--- src/rtl/dpp_table.sv ---
// Dining-philosophers fork arbiter: greedy round-robin grant of fork pairs to hungry philosophers.
// Optional starvation guard enabled by defining DPP_STARVE_GUARD_EN.
module dpp_table #(
    parameter int N_PHILO      = 5,
    parameter int STARVE_LIMIT = 15
) (
    input  logic               clk,
    input  logic               reset,
    input  logic [N_PHILO-1:0] hungry_in,
    input  logic [N_PHILO-1:0] done_in,
    output logic [N_PHILO-1:0] eat_out,
    output logic [N_PHILO-1:0] eating,
    output logic [N_PHILO-1:0] fork_busy,
    output logic               err
);
    localparam int PW = $clog2(N_PHILO);
    localparam logic [PW-1:0] LAST_IDX = PW'(N_PHILO - 1);
    localparam logic [PW:0]   N_W      = (PW + 1)'(N_PHILO);
    // An out-of-range configuration shows up as a permanently raised err.
    localparam logic PARAMS_OK = (N_PHILO >= 2) && (N_PHILO <= 16) &&
                                 (STARVE_LIMIT >= 1) && (STARVE_LIMIT <= 255);

    // Phase encoding keeps "eating" as a direct register bit.
    localparam logic [1:0] PH_THINKING = 2'b00;
    localparam logic [1:0] PH_HUNGRY   = 2'b01;
    localparam logic [1:0] PH_EATING   = 2'b10;

    logic [N_PHILO-1:0] hungry_w;
    logic [N_PHILO-1:0] blocked_w;
    logic [N_PHILO-1:0] grant_w;
    logic [N_PHILO-1:0] bad_req_w;
    logic [N_PHILO-1:0] eating_d;
    logic [N_PHILO-1:0] fork_busy_d;
    logic [N_PHILO-1:0] fork_busy_q;
    logic [N_PHILO-1:0] eat_out_q;
    logic [PW-1:0]      rr_q;
    logic [PW-1:0]      rr_d;
    logic               err_q;
    logic               err_d;
`ifdef DPP_STARVE_GUARD_EN
    logic [N_PHILO-1:0] starving_w;
`endif

    genvar gi;
    generate
        for (gi = 0; gi < N_PHILO; gi++) begin : g_philo
            localparam int LEFT = (gi + N_PHILO - 1) % N_PHILO;
            logic [1:0] phase_q;
            logic [1:0] phase_d;

            always_comb begin
                phase_d = phase_q;
                case (phase_q)
                    PH_THINKING: if (hungry_in[gi]) phase_d = PH_HUNGRY;
                    PH_HUNGRY:   if (grant_w[gi])   phase_d = PH_EATING;
                    PH_EATING:   if (done_in[gi])   phase_d = PH_THINKING;
                    default:                        phase_d = PH_THINKING;
                endcase
            end

            always_ff @(posedge clk or posedge reset) begin
                if (reset) phase_q <= PH_THINKING;
                else       phase_q <= phase_d;
            end

            assign hungry_w[gi]    = phase_q[0];
            assign eating[gi]      = phase_q[1];
            assign eating_d[gi]    = phase_d[1];
            // Fork gi is shared by philosopher gi and its left neighbour.
            assign fork_busy_d[gi] = eating_d[gi] | eating_d[LEFT];
            assign bad_req_w[gi]   = (hungry_in[gi] && (phase_q != PH_THINKING)) ||
                                     (done_in[gi]   && (phase_q != PH_EATING));

`ifdef DPP_STARVE_GUARD_EN
            localparam int RIGHT = (gi + 1) % N_PHILO;
            logic [7:0] wait_q;
            logic [7:0] wait_d;

            always_comb begin
                wait_d = 8'd0;
                if ((phase_q == PH_HUNGRY) && !grant_w[gi])
                    wait_d = (wait_q == 8'hFF) ? wait_q : wait_q + 8'd1;
            end

            always_ff @(posedge clk or posedge reset) begin
                if (reset) wait_q <= 8'd0;
                else       wait_q <= wait_d;
            end

            assign starving_w[gi] = (phase_q == PH_HUNGRY) && (wait_q >= 8'(STARVE_LIMIT));
            assign blocked_w[gi]  = !starving_w[gi] && (starving_w[LEFT] || starving_w[RIGHT]);
`else
            assign blocked_w[gi] = 1'b0;
`endif
        end
    endgenerate

    // Round-robin scan over the forks registered before this edge.
    logic [N_PHILO-1:0] free_w;
    logic [PW:0]        idx_sum;
    logic [PW-1:0]      idx;
    logic [PW-1:0]      nxt;
    always_comb begin
        free_w  = ~fork_busy_q;
        grant_w = '0;
        rr_d    = rr_q;
        idx_sum = '0;
        idx     = '0;
        nxt     = '0;
        for (int k = 0; k < N_PHILO; k++) begin
            idx_sum = {1'b0, rr_q} + (PW + 1)'(k);
            if (idx_sum >= N_W) idx_sum = idx_sum - N_W;
            idx = idx_sum[PW-1:0];
            nxt = (idx == LAST_IDX) ? '0 : idx + 1'b1;
            if (hungry_w[idx] && !blocked_w[idx] && free_w[idx] && free_w[nxt]) begin
                grant_w[idx] = 1'b1;
                free_w[idx]  = 1'b0;
                free_w[nxt]  = 1'b0;
                rr_d         = nxt;
            end
        end
    end

    assign err_d = err_q | (|bad_req_w) | !PARAMS_OK;

    always_ff @(posedge clk or posedge reset) begin
        if (reset) begin
            fork_busy_q <= '0;
            eat_out_q   <= '0;
            rr_q        <= '0;
            err_q       <= 1'b0;
        end else begin
            fork_busy_q <= fork_busy_d;
            eat_out_q   <= grant_w;
            rr_q        <= rr_d;
            err_q       <= err_d;
        end
    end

    assign eat_out   = eat_out_q;
    assign fork_busy = fork_busy_q;
    assign err       = err_q;

endmodule

--- config.mk ---
export PLATFORM = sky130hd
export DESIGN_NAME = dpp_table
export DESIGN_NICKNAME = d
export VERILOG_FILES = /design/src/rtl/dpp_table.sv
export SDC_FILE = /design/constraint.sdc
export NUM_CORES = 1
export LEC_CHECK = 0
export CAP_MARGIN = 20
export CORE_ASPECT_RATIO = 0.75
export CORE_MARGIN = 4
export CORE_UTILIZATION = 40
export CTS_CLUSTER_SIZE = 10
export DETAILED_ROUTE_END_ITERATION = 16
export GPL_TIMING_DRIVEN = 0
export PLACE_DENSITY = 0.69
export SLEW_MARGIN = 25
export SYNTH_ARGS = -nofsm -noshare
export SYNTH_HDL_FRONTEND = slang
export SYNTH_SLANG_ARGS = --single-unit
export TNS_END_PERCENT = 10
--- constraint.sdc ---
create_clock -name clk -period 14.75 [get_ports clk]
set_clock_uncertainty 0.1 [all_clocks]
set_input_delay 2.95 -clock clk [delete_from_list [all_inputs] [get_ports clk]]
set_output_delay 2.95 -clock clk [all_outputs]
set_load 0.1 [all_outputs]
=== After elaboration in Yosys (flattened, before gate mapping) ===
Memory sizes are Yosys's and may differ from the RTL's.
Index checks and enable logic that the tools add are counted.

* Register bits after elaboration: 24
* Bits in read-only memories: 40
* Input port bits: 12
* Output and inout port bits: 16
* Word-level logic and storage cells: 277
* Memories: 5

* Add/sub/neg operators: 14
* Magnitude comparators: 24
* Eq/ne operators: 35
* Mux-type cells: 97
* Bitwise gates (word level): 27
* Reductions and logical operators: 61

{| class="wikitable"
|+ Memories
! name !! words !! bits a word !! read ports !! clocked after memory_dff !! write ports !! line !! text
|-
| (name not given) || 8 || 1 || 1 || 0 || 0 || 115 || <nowiki>if (hungry_w[idx] && !blocked_w[idx] && free_w[idx] && free_w[nxt]) begin</nowiki>
|-
| (name not given) || 8 || 1 || 1 || 0 || 0 || 115 ||
|-
| (name not given) || 8 || 1 || 1 || 0 || 0 || 115 ||
|-
| (name not given) || 8 || 1 || 1 || 0 || 0 || 115 ||
|-
| (name not given) || 8 || 1 || 1 || 0 || 0 || 115 ||
|}

{| class="wikitable"
|+ Operators with widths
! kind !! count
|-
| $bmux W1 S3 || 15
|-
| $mux W3 || 15
|-
| $mux W5 || 9
|-
| $not A5 Y5 || 9
|-
| $and A5 B5 Y5 || 8
|-
| $lt A3 B4 Y1 const B || 10
|-
| $ne A2 B2 Y1 const B || 20
|-
| $logic_and A1 B1 Y1 || 34
|-
| $mux W2 || 15
|-
| $pmux W2 S3 || 5
|-
| $mux W1 || 29
|-
| $demux W1 S3 || 9
|-
| $ge A3 B1 Y1 const B || 9
|-
| $or A5 B5 Y5 || 4
|-
| $ge A4 B3 Y1 const B || 4
|-
| $add A3 B1 Y3 const B || 5
|-
| $eq A3 B3 Y1 const B || 5
|-
| $reduce_and A3 Y1 || 5
|-
| $sub A3 B3 Y3 const B || 5
|-
| $eq A2 B1 Y1 const B || 5
|-
| $eq A2 B2 Y1 const B || 5
|-
| $logic_not A2 Y1 || 5
|-
| $reduce_bool A2 Y1 || 5
|-
| $add A3 B2 Y4 const B || 2
|-
| 8 further kinds || 21
|}

=== Depth between registers and ports, before layout ===
Gate-level depths: netlist of the first run.

* Depth in word-level cells: 34
* Depth in mapped cells: 29
* Mapped depth without buffers: 22

=== Least setup slack after synthesis of the first run ===
OpenSTA, ideal clock, no wires.

* Path type: flip-flop to flip-flop
* Start point: register rr_q[0]
* End point: register g_philo[1].phase_q[0]
* Setup time: 0.132 ns
* Arrival time: 5.779 ns
* Required time: 14.518 ns
* Slack: 8.739 ns
* Cell stages (with the launch flop): 27
* Buffers on the path: 6
* Clock period less this slack: 6.011 ns
* Path through: dfrtp_1 -> buf_4 -> buf_2 -> inv_1 -> buf_1 -> ha_1 -> inv_1 -> fa_1 -> o21ai_1 -> and2_1 -> buf_2 -> ha_1 -> clkbuf_1 -> or4b_1 -> a21oi_1 -> o31ai_1 -> mux2i_1 -> a222oi_1 -> and3_1 -> o311a_1 -> buf_6 -> a211oi_2 -> o31ai_1 -> a211oi_4 -> nand3_2 -> o311ai_1 -> a21oi_1

* Cells in the longest elaborated chain, start to end: 33
* Elaborated cells on any way between the ends: 170
* Those cells by class: 14 x add/sub; 23 x order compare; 6 x eq/ne; 72 x mux; 20 x bitwise; 30 x reduce/logical; 5 x memory

{| class="wikitable"
|+ Ends and longest elaborated chain
! what !! line !! text
|-
| start: declaration || 36 || <nowiki>logic [PW-1:0] rr_q;</nowiki>
|-
| start signal: assignment || 135 || <nowiki>rr_q <= rr_d;</nowiki>
|-
| $sub A3 B3 Y3 or $ge A3 B3 Y1 (tied branches) || 112 || <nowiki>if (idx_sum >= N_W) idx_sum = idx_sum - N_W;</nowiki>
|-
| $mux W3 || 112 ||
|-
| $add A3 B1 Y3 or $eq A3 B3 Y1 (tied branches) || 114 || <nowiki>nxt = (idx == LAST_IDX) ? '0 : idx + 1'b1;</nowiki>
|-
| $mux W3 || 114 ||
|-
| $lt A3 B4 Y1 (not written as such) or $ge A3 B1 Y1 (tied branches) || 118 || <nowiki>free_w[nxt] = 1'b0;</nowiki>
|-
| $logic_and A1 B1 Y1 (not written as such) || 118 ||
|-
| $mux W1 (not written as such) || 118 ||
|-
| $demux W1 S3 || 118 ||
|-
| [15 not listed] || -- ||
|-
| $logic_and A1 B1 Y1 (2 in series) || 115 ||
|-
| $mux W5 || 115 ||
|-
| $bmux W1 S3 || 115 ||
|-
| $mux W1 (not written as such) || 115 ||
|-
| $logic_and A1 B1 Y1 (2 in series) || 115 ||
|-
| $mux W5 (*) || 115 ||
|-
| $ne A2 B2 Y1 (no source line) (*) || -- ||
|-
| $reduce_and A3 Y1 (no source line) (*) || -- ||
|-
| end signal: assignment || 63 || <nowiki>else phase_q <= phase_d;</nowiki>
|-
| end: declaration || 48 || <nowiki>logic [1:0] phase_q;</nowiki>
|}

Every way passes the cells marked *; elsewhere a longest branch is shown, timed or not. The select of a mux whose other input is x is not followed.
A chain may end at the register's enable or synchronous reset.

=== Final worst setup path of the first run ===
* Start point: register rr_q[0]
* End point: register fork_busy_q[0] (netlist: fork_busy[0])

* Cells in the longest elaborated chain, start to end: 34
* Elaborated cells on any way between the ends: 173
* Those cells by class: 14 x add/sub; 23 x order compare; 5 x eq/ne; 76 x mux; 21 x bitwise; 29 x reduce/logical; 5 x memory

{| class="wikitable"
|+ Ends and longest elaborated chain
! what !! line !! text
|-
| $sub A3 B3 Y3 or $ge A3 B3 Y1 (tied branches) || 112 ||
|-
| $mux W3 || 112 ||
|-
| $add A3 B1 Y3 or $eq A3 B3 Y1 (tied branches) || 114 ||
|-
| $mux W3 || 114 ||
|-
| $lt A3 B4 Y1 (not written as such) or $ge A3 B1 Y1 (tied branches) || 118 ||
|-
| $logic_and A1 B1 Y1 (not written as such) || 118 ||
|-
| $mux W1 (not written as such) || 118 ||
|-
| $demux W1 S3 || 118 ||
|-
| [19 not listed] || -- ||
|-
| $mux W1 (not written as such) || 115 ||
|-
| $logic_and A1 B1 Y1 (2 in series) || 115 ||
|-
| $mux W5 (*) || 115 ||
|-
| net grant_w[0] || 30 || <nowiki>logic [N_PHILO-1:0] grant_w;</nowiki>
|-
| $mux W2 (*) || 55 || <nowiki>PH_HUNGRY: if (grant_w[gi]) phase_d = PH_EATING;</nowiki>
|-
| $pmux W2 S3 (*) || 53 || <nowiki>case (phase_q)</nowiki>
|-
| $or A1 B1 Y1 (*) || 70 || <nowiki>assign fork_busy_d[gi] = eating_d[gi] | eating_d[LEFT];</nowiki>
|-
| net fork_busy_d[0] || 33 || <nowiki>logic [N_PHILO-1:0] fork_busy_d;</nowiki>
|-
| end signal: assignment || 133 || <nowiki>fork_busy_q <= fork_busy_d;</nowiki>
|-
| end: declaration || 34 || <nowiki>logic [N_PHILO-1:0] fork_busy_q;</nowiki>
|}

Mark *: on every way through the listed nets, which the timed path passes. The rest lies on a longest branch. The select of a mux whose other input is x is not followed.

==> summary by stage, run 1 <==
Outcome
The run finished with clean final reports.

Synth
Sorting the synthesized cells by area gives the leading types as sky130_fd_sc_hd__dfrtp_1 14%, sky130_fd_sc_hd__a21oi_1 4.9%, sky130_fd_sc_hd__ha_1 4.8%, sky130_fd_sc_hd__nand2_1 4.4%, sky130_fd_sc_hd__nor2_1 3.8%. When the netlist entered floorplanning its net count stood at 600. In the synthesized netlist the dominant register cell turns out to be sky130_fd_sc_hd__dfrtp_1.

Counting flops and latches in the post-synthesis netlist gives 24. The number of synthesis warnings is 0. The top cell type's share of synthesized area is 14.3%. The leading area contributor after synthesis is sky130_fd_sc_hd__dfrtp_1. In this run the cell area of the synthesized design comes to 0.00420 sq mm. The gate count after technology mapping is 571. Of all flip-flops after synthesis, the portion carrying an async set or reset was 100%. In this run, synthesis inferred 0 flip-flops with an integrated enable.

The count of unique library cells instantiated by Yosys is 85. Averaged over all synthesized cells, the footprint is 7.35 sq um. Of the synthesized area, sequential elements account for 14.3%.

Finish
The area growth from synthesis to layout is 13.0%. In the layout the commonest cells are 49 x sky130_fd_sc_hd__nand2_1, 42 x sky130_fd_sc_hd__nor2_1, 41 x sky130_fd_sc_hd__a21oi_1, 37 x sky130_fd_sc_hd__inv_1. In the final layout, the share of cells above drive strength 1 is 9.80%. The number of antenna diodes in the final layout is 0. The final layout contains 632 nets. The commonest non-fill, non-tap cell in the layout is sky130_fd_sc_hd__nand2_1. Measured on the finished design, the core utilization comes to 46.3%. The finished layout cell area is 0.00474 sq mm.

Hold path
In this run the worst hold path is classified as flip-flop to flip-flop.

Detailed routing
After detailed routing, the average wire length per cell comes to 22.9 microns. The met3 wirelength from detailed routing is 2230 microns. The antenna violation net count after detailed routing is 0. The first routing iteration left 1028 violations. The top layer used by detailed routing is met4. The length of the first detailed-routing pass in iterations is 8. The routed wire length on met2 is 6970 microns. Using the TritonRoute via totals, the vias-per-cell ratio works out to 6.87. In the final routing, the length of wire on met1 measures 7400 microns. Detailed routing inserted a total of 5072 vias. After detailed routing, the number of remaining DRC violations is 0. The routed design has 16900 microns of wire.

Timing
The max-slew violation count is 0. Setup repair after global routing left no endpoint under its margin. Static timing analysis puts the maximum clock frequency at 126 MHz. Subtracting the final worst setup slack from the clock period gives 7.92 ns.

The transition at the pin with the smallest max-transition slack is 1.03 ns. For the final routed database, the setup TNS stands at 0 ns. The least setup slack across all paths after layout is 6.83 ns. Setup violations remaining at the end of the flow were counted as 0. The share of the clock period used by the worst path after layout is 53.7%. In this run the tightest slew margin relative to its limit is 30.6%.

The total count of hold-check failures in the final report came to 0.

Clock tree
The clock-pin slew on the worst setup and hold paths is 0.06 ns. The clock passes through at most 2 buffers. In this run the number of H-tree levels came out at 1. Clock latency on the worst-skew pair, taken at its later pin, is 0.26 ns. In this run the clock root is driven by a sky130_fd_sc_hd__clkbuf_16. Post-CTS repair changed the size of 0 cells. The clock net in this run drives a total of 24 sinks. The total of hold buffers inserted after clock tree synthesis is 0. The post-CTS setup buffer count is 0.

The total clock buffers created by CTS is 3. TritonCTS built the clock tree.

GRT
The total routing usage reported by global routing is 26.7%. The via count of the first global-routing pass is 4723. The initial antenna violation count is 0.

The global-route wire length before repair is 26600 microns. The leftover overflow at the end of global routing is 0. Entering global routing, the biggest net connects 25 pins.

Placement
The placed standard-cell area is 0.00464 sq mm. The port buffer count is 27. The congestion estimate from routability-driven global placement came to 0.995.

At the placement stage, the worst setup path has a slack of 7.16 ns. The half-perimeter wire length after detailed placement is 13200 microns.

Die
During I/O placement, the number of pins put on the boundary was 28. The die is 96.7 microns tall. For this configuration, the core starts out at a cell density of 40.9%. The total area inside the core boundary comes to 0.0102 sq mm.

The die covers 0.0122 sq mm. In this run the core area contains 32 standard-cell rows. The die is 126 microns wide.

Run
Across the run, the number of max-cap violations was 0.

Worst setup path
The worst setup path is launched from a flip-flop. The data required time of the worst path is 14.78 ns. The sort of element at the end of the critical path is a flip-flop. The maximum net fanout on the critical path is 11. At the worst endpoint, the arrival time is 7.95 ns. By startpoint and endpoint, the worst setup path is classified as flip-flop to flip-flop.
[state kept, by name (all words and copies together) (netlist names)]
register	cells
fork_busy	5
g_philo.phase_q	10
err	1
eat_out	5
rr_q	3
[cell families (layout without fill, tap and decap cells)]
family	Yosys count	in the layout	share of synthesized area [%]
flip-flops	24	24	14.3
multiplexers	20	20	5.61
AO/OA/AOI/OAI	223	223	40.7
adder cells (fa/ha/maj)	17	17	5.25
XOR/XNOR	6	6	1.25
buffers and inverters	79	110	8.38
AND/OR/NAND/NOR	202	202	24.5
[through the flow]
step / hold WS, ns / std cells
after floorplan: 0.376 / 571
after global placement: 0.373 / 734
after detailed placement: 0.372 / 734
after CTS: 0.393 / 738
after global routing: 0.414 / 738
final: 0.388 / 738
[synth_stat cells (4+ instances only)]
cell type and count:
sky130_fd_sc_hd__ha_1 16, sky130_fd_sc_hd__nor2_1 42, sky130_fd_sc_hd__a222oi_1 7, sky130_fd_sc_hd__nand4_1 7, sky130_fd_sc_hd__clkbuf_1 13, sky130_fd_sc_hd__o22ai_1 12
sky130_fd_sc_hd__nor4_1 7, sky130_fd_sc_hd__o21ai_0 27, sky130_fd_sc_hd__a22oi_1 10, sky130_fd_sc_hd__dfrtp_1 24, sky130_fd_sc_hd__a211oi_1 12, sky130_fd_sc_hd__nand3b_1 4
sky130_fd_sc_hd__nand2_1 49, sky130_fd_sc_hd__nand3_1 19, sky130_fd_sc_hd__or3_1 4, sky130_fd_sc_hd__o31ai_1 16, sky130_fd_sc_hd__xnor2_1 6, sky130_fd_sc_hd__a21o_1 6
sky130_fd_sc_hd__and3_1 6, sky130_fd_sc_hd__a211o_1 4, sky130_fd_sc_hd__nand2b_1 16, sky130_fd_sc_hd__buf_1 4, sky130_fd_sc_hd__a21oi_1 41, sky130_fd_sc_hd__buf_2 14
sky130_fd_sc_hd__o211ai_1 4, sky130_fd_sc_hd__o2bb2ai_1 5, sky130_fd_sc_hd__mux2i_1 10, sky130_fd_sc_hd__inv_1 37, sky130_fd_sc_hd__mux2_2 8, sky130_fd_sc_hd__nor3_1 20
sky130_fd_sc_hd__nor2b_1 9, sky130_fd_sc_hd__o21a_1 6, sky130_fd_sc_hd__buf_4 6, sky130_fd_sc_hd__a31oi_1 8
[layer usage]
metal | vias up | track usage, %
li1 | 2271 | -
met5 | - | 0
met3 | 31 | 6.29
met1 | 2441 | 41.1
met4 | 0 | 5.19
met2 | 329 | 37.8
[worst paths after layout]
check / startpoint / end / slack, ns / cells past startpoint
max in group asynchronous: reset / eat_out[1] / 10.89 / 2
min in group asynchronous: reset / err / 3.09 / 2
hold / removal: err / err / 0.39 / 1
setup reg to reg: rr_q[0] / fork_busy[0] / 6.83 / 26
hold reg to reg: err / err / 0.39 / 1
setup / recovery: rr_q[0] / fork_busy[0] / 6.83 / 26
[critical path, stage by stage, from the launching register on]
cell and delay [ns]:
sky130_fd_sc_hd__dfrtp_1 0.42, sky130_fd_sc_hd__buf_4 0.19, sky130_fd_sc_hd__buf_2 0.19, sky130_fd_sc_hd__inv_1 0.28
sky130_fd_sc_hd__buf_1 0.53, sky130_fd_sc_hd__ha_1 0.28, sky130_fd_sc_hd__clkbuf_1 0.46, sky130_fd_sc_hd__buf_1 0.53
sky130_fd_sc_hd__a21oi_1 0.12, sky130_fd_sc_hd__nor2_1 0.19, sky130_fd_sc_hd__ha_1 0.17, sky130_fd_sc_hd__clkbuf_1 0.29
sky130_fd_sc_hd__or4b_1 0.47, sky130_fd_sc_hd__a21oi_1 0.22, sky130_fd_sc_hd__o31ai_1 0.15, sky130_fd_sc_hd__mux2i_1 0.64
sky130_fd_sc_hd__a222oi_1 0.26, sky130_fd_sc_hd__and3_1 0.25, sky130_fd_sc_hd__o311a_1 0.33, sky130_fd_sc_hd__buf_6 0.16
sky130_fd_sc_hd__clkbuf_1 0.25, sky130_fd_sc_hd__a32o_1 0.28, sky130_fd_sc_hd__a21oi_1 0.18, sky130_fd_sc_hd__o21ai_0 0.15
sky130_fd_sc_hd__a31o_2 0.28, sky130_fd_sc_hd__a22oi_1 0.31, sky130_fd_sc_hd__nand2_1 0.09
[cell type report]
type | instances | area, sq um
Fill cell | 1065 | 5510
Multi-Input combinational cell | 468 | 3240
Sequential cell | 24 | 601
Timing Repair Buffer | 27 | 270
Buffer | 39 | 201
Tap cell | 136 | 170
Inverter | 40 | 150
Clock buffer | 3 | 75.1
Clock inverter | 1 | 30.0
Power of run 1 is not shown: default switching activity piles up to over one toggle a cycle in this logic, so the estimate is an artifact.
==> run 2, diff against run 1 <==
Clock period 14.75 ns to 7.6 ns, I/O delays scaled along.
==> run 2 against run 1 <==
Critical path depth shrank 3. Maximum frequency increased by 7.9%. Sequential cell count is the same. Worst setup slack got worse by 6.6 ns. First-iteration DRC count is 7.0% lower. Routed wire length increased by 0.80%. Die area unchanged. Sequential share of layout area shrank 0.23 points. Final cell count did not move.
==> summary by stage, run 2 (synthesis gave the netlist of run 1 again) <==
Outcome
Run status: complete, no violations (unchanged).

Timing
The share of the clock period used by the worst path after layout is 96.5% (was 53.7%). The peak clock frequency supported by timing is 136 MHz (was 126 MHz). The total count of hold-check failures in the final report is 0 (unchanged). The relative max-transition margin is 32.3% (was 30.6%). The transition at the pin with the smallest max-transition slack is 1.01 ns (was 1.03 ns). The time the worst path needs with I/O delays and setup came to 7.34 ns (was 7.92 ns). The number of failing setup endpoints in the final timing report was 0 (unchanged). The max-slew violation count came to 0 (unchanged). The final total negative setup slack is 0 ns (unchanged).

Clock tree
The cell chosen for the clock root is sky130_fd_sc_hd__clkbuf_16 (unchanged). The total clock buffers created by CTS is 3 (unchanged). The total of hold buffers inserted after clock tree synthesis was 0 (unchanged). The CTS sink count is 24 (unchanged). The clock tree from TritonCTS is done (unchanged). The source-to-sink clock delay at the later pin of the worst-skew pair is 0.26 ns (about the same). The maximum buffer depth of the clock tree is 2 (unchanged). The clock-pin slew on the worst setup and hold paths is 0.07 ns (was 0.06 ns). The H-tree depth reported by CTS was 1 (unchanged).

GRT
The total routing usage reported by global routing came to 26.7% (about the same). The leftover overflow at the end of global routing is 0 (unchanged). The met3 track utilization from global routing is 6.13% (was 6.29%).

The met1 global-route usage is 41.2% (was 41.1%). The initial antenna violation count is 0 (unchanged). The via count of the first global-routing pass was 4723 (unchanged).

The met2 track demand over resource is 37.7% (was 37.8%). The global-route wire length before repair is 26600 microns (about the same). The layer carrying the most global-route usage was met1 (unchanged).

The largest net degree at the start of global routing is 25 (unchanged).

Detailed routing
The mean routed wirelength per cell was 23.0 microns (was 22.9 microns). The post-detailed-route DRC marker count is 0 (unchanged). The length of the first detailed-routing pass in iterations is 6 (was 8). The detailed-route via count came to 5068 (was 5072). The mean number of vias per cell is 6.87 (about the same). The detailed-route wire length came to 17000 microns (was 16900 microns).

The violation count after the first detailed-routing iteration was 956 (was 1028). The antenna violation net count after detailed routing is 0 (unchanged).

Die
The total I/O pin count is 28 (unchanged). The area of the core region is 0.0102 sq mm (unchanged). The die span in x is 126 microns (unchanged). The number of rows in the core area was 32 (unchanged). The die area is 0.0122 sq mm (unchanged). The initial standard-cell utilization of the core was 40.9% (unchanged). The die height is 96.7 microns (unchanged).

Hold path
The path type of the worst min-delay path is flip-flop to flip-flop (unchanged). The number of instances on the worst hold path is 1 (unchanged).

Finish
The number of flip-flops under the largest register name is 10 (unchanged). The filler cell count in the final layout is 1060 (was 1065). The post-layout instance count excluding filler cells is 738 (unchanged). The share of post-route cells with drive strength above 1 was 11.6% (was 9.80%).

The largest register by flop count is g_philo.phase_q (unchanged). Commonest cells after routing, fill and taps aside: 49 x sky130_fd_sc_hd__nand2_1, 42 x sky130_fd_sc_hd__nor2_1, 41 x sky130_fd_sc_hd__a21oi_1, 37 x sky130_fd_sc_hd__inv_1 (unchanged). The diode insertion count for antenna repair is 0 (unchanged). The net count of the finished layout is 632 (unchanged).

The layout overhead on the synthesized area is 15.1% (was 13.0%). The commonest non-fill, non-tap cell in the layout is sky130_fd_sc_hd__nand2_1 (unchanged). The storage element area came to 601 sq um (unchanged).

The area of the multi-input gates came to 0.00333 sq mm (was 0.00324 sq mm).

Worst setup path
The data required time of the worst path is 7.63 ns (was 14.78 ns). The arrival time of data at the critical path endpoint is 7.36 ns (was 7.95 ns). The logic depth of the worst register-to-register path was 23 (was 26). The maximum net fanout on the critical path was 11 (unchanged). The category of the most critical setup path is flip-flop to flip-flop (unchanged).

The startpoint type of the worst setup path is a flip-flop (unchanged). The sort of element at the end of the critical path is a flip-flop (unchanged).

Placement
The number of cells in the design after placement came to 734 (unchanged). The half-perimeter wire length after detailed placement is 13200 microns (unchanged). The final estimated routing congestion in global placement came to 0.995 (unchanged). The port buffer count is 27 (unchanged).

Run
The number of violations of the max-capacitance limit was 0 (unchanged).
run 2: worst max-delay path, stage by stage, from the launching register on:
cell and delay [ns]:
sky130_fd_sc_hd__dfrtp_1 0.42, sky130_fd_sc_hd__buf_4 0.20, sky130_fd_sc_hd__buf_2 0.25, sky130_fd_sc_hd__inv_1 0.22
sky130_fd_sc_hd__clkbuf_2 0.29, sky130_fd_sc_hd__ha_1 0.38, sky130_fd_sc_hd__clkinv_1 0.32, sky130_fd_sc_hd__xnor2_1 0.42
sky130_fd_sc_hd__inv_1 0.23, sky130_fd_sc_hd__ha_1 0.25, sky130_fd_sc_hd__clkbuf_1 0.21, sky130_fd_sc_hd__nand2b_1 0.14
sky130_fd_sc_hd__mux2_2 0.15, sky130_fd_sc_hd__nor3_1 0.05, sky130_fd_sc_hd__a221o_1 0.53, sky130_fd_sc_hd__a2111oi_4 0.47
sky130_fd_sc_hd__nand2_1 0.33, sky130_fd_sc_hd__o31ai_1 0.57, sky130_fd_sc_hd__o21ai_0 0.25, sky130_fd_sc_hd__and4_1 0.35
sky130_fd_sc_hd__a211oi_4 0.40, sky130_fd_sc_hd__nand3_2 0.24, sky130_fd_sc_hd__o311ai_1 0.32, sky130_fd_sc_hd__a21oi_1 0.11
run 2: through the flow:
step	setup WS [ns]	hold WS, ns	util (%)	cell area (sq um)
2_1_floorplan	1.59	0.376	-	4200
3_3_place_gp	0.0948	0.373	45.2	4640
3_5_place_dp	0.00735	0.372	45.2	4640
4_1_cts	0.0319	0.393	46.3	4750
5_1_grt	-0.0811	0.414	47.1	4830
6_report	0.265	0.390	47.1	4830
run 2: cell type report:
cell class,count,area share (%)
Multi-Input combinational cell,468,68.9
Sequential cell,24,12.4
Timing Repair Buffer,27,5.60
Buffer,39,4.22
Tap cell,136,3.52
Inverter,40,3.11
Clock buffer,3,1.55
Clock inverter,1,0.622
run 2: worst paths after layout:
check	start	to	slack, ns
worst max register to register	rr_q[0]	g_philo[1].phase_q[0]	0.26
min in group asynchronous	reset	err	1.66
max in group asynchronous	reset	eat_out[1]	5.17
worst min register to register	err	err	0.39
worst min-delay path	err	err	0.39
worst max-delay path	rr_q[0]	g_philo[1].phase_q[0]	0.26
run 2: what timing repair did:
action                                  in CTS  in global routing
resized for setup                            1                 14
setup buffers                                0                  0
endpoints found under the setup margin       4                 23
run 2: per-layer routing:
| metal | share of wire, % | wire length, microns | vias up |
|---|---|---|---|
| met5 | 0 | 0 | - |
| met4 | 1.9 | 315 | 0 |
| met3 | 12 | 2040 | 30 |
| met2 | 42 | 7060 | 344 |
| met1 | 45 | 7580 | 2421 |
| li1 | - | - | 2273 |
Power of run 2 is left out for the same reason.
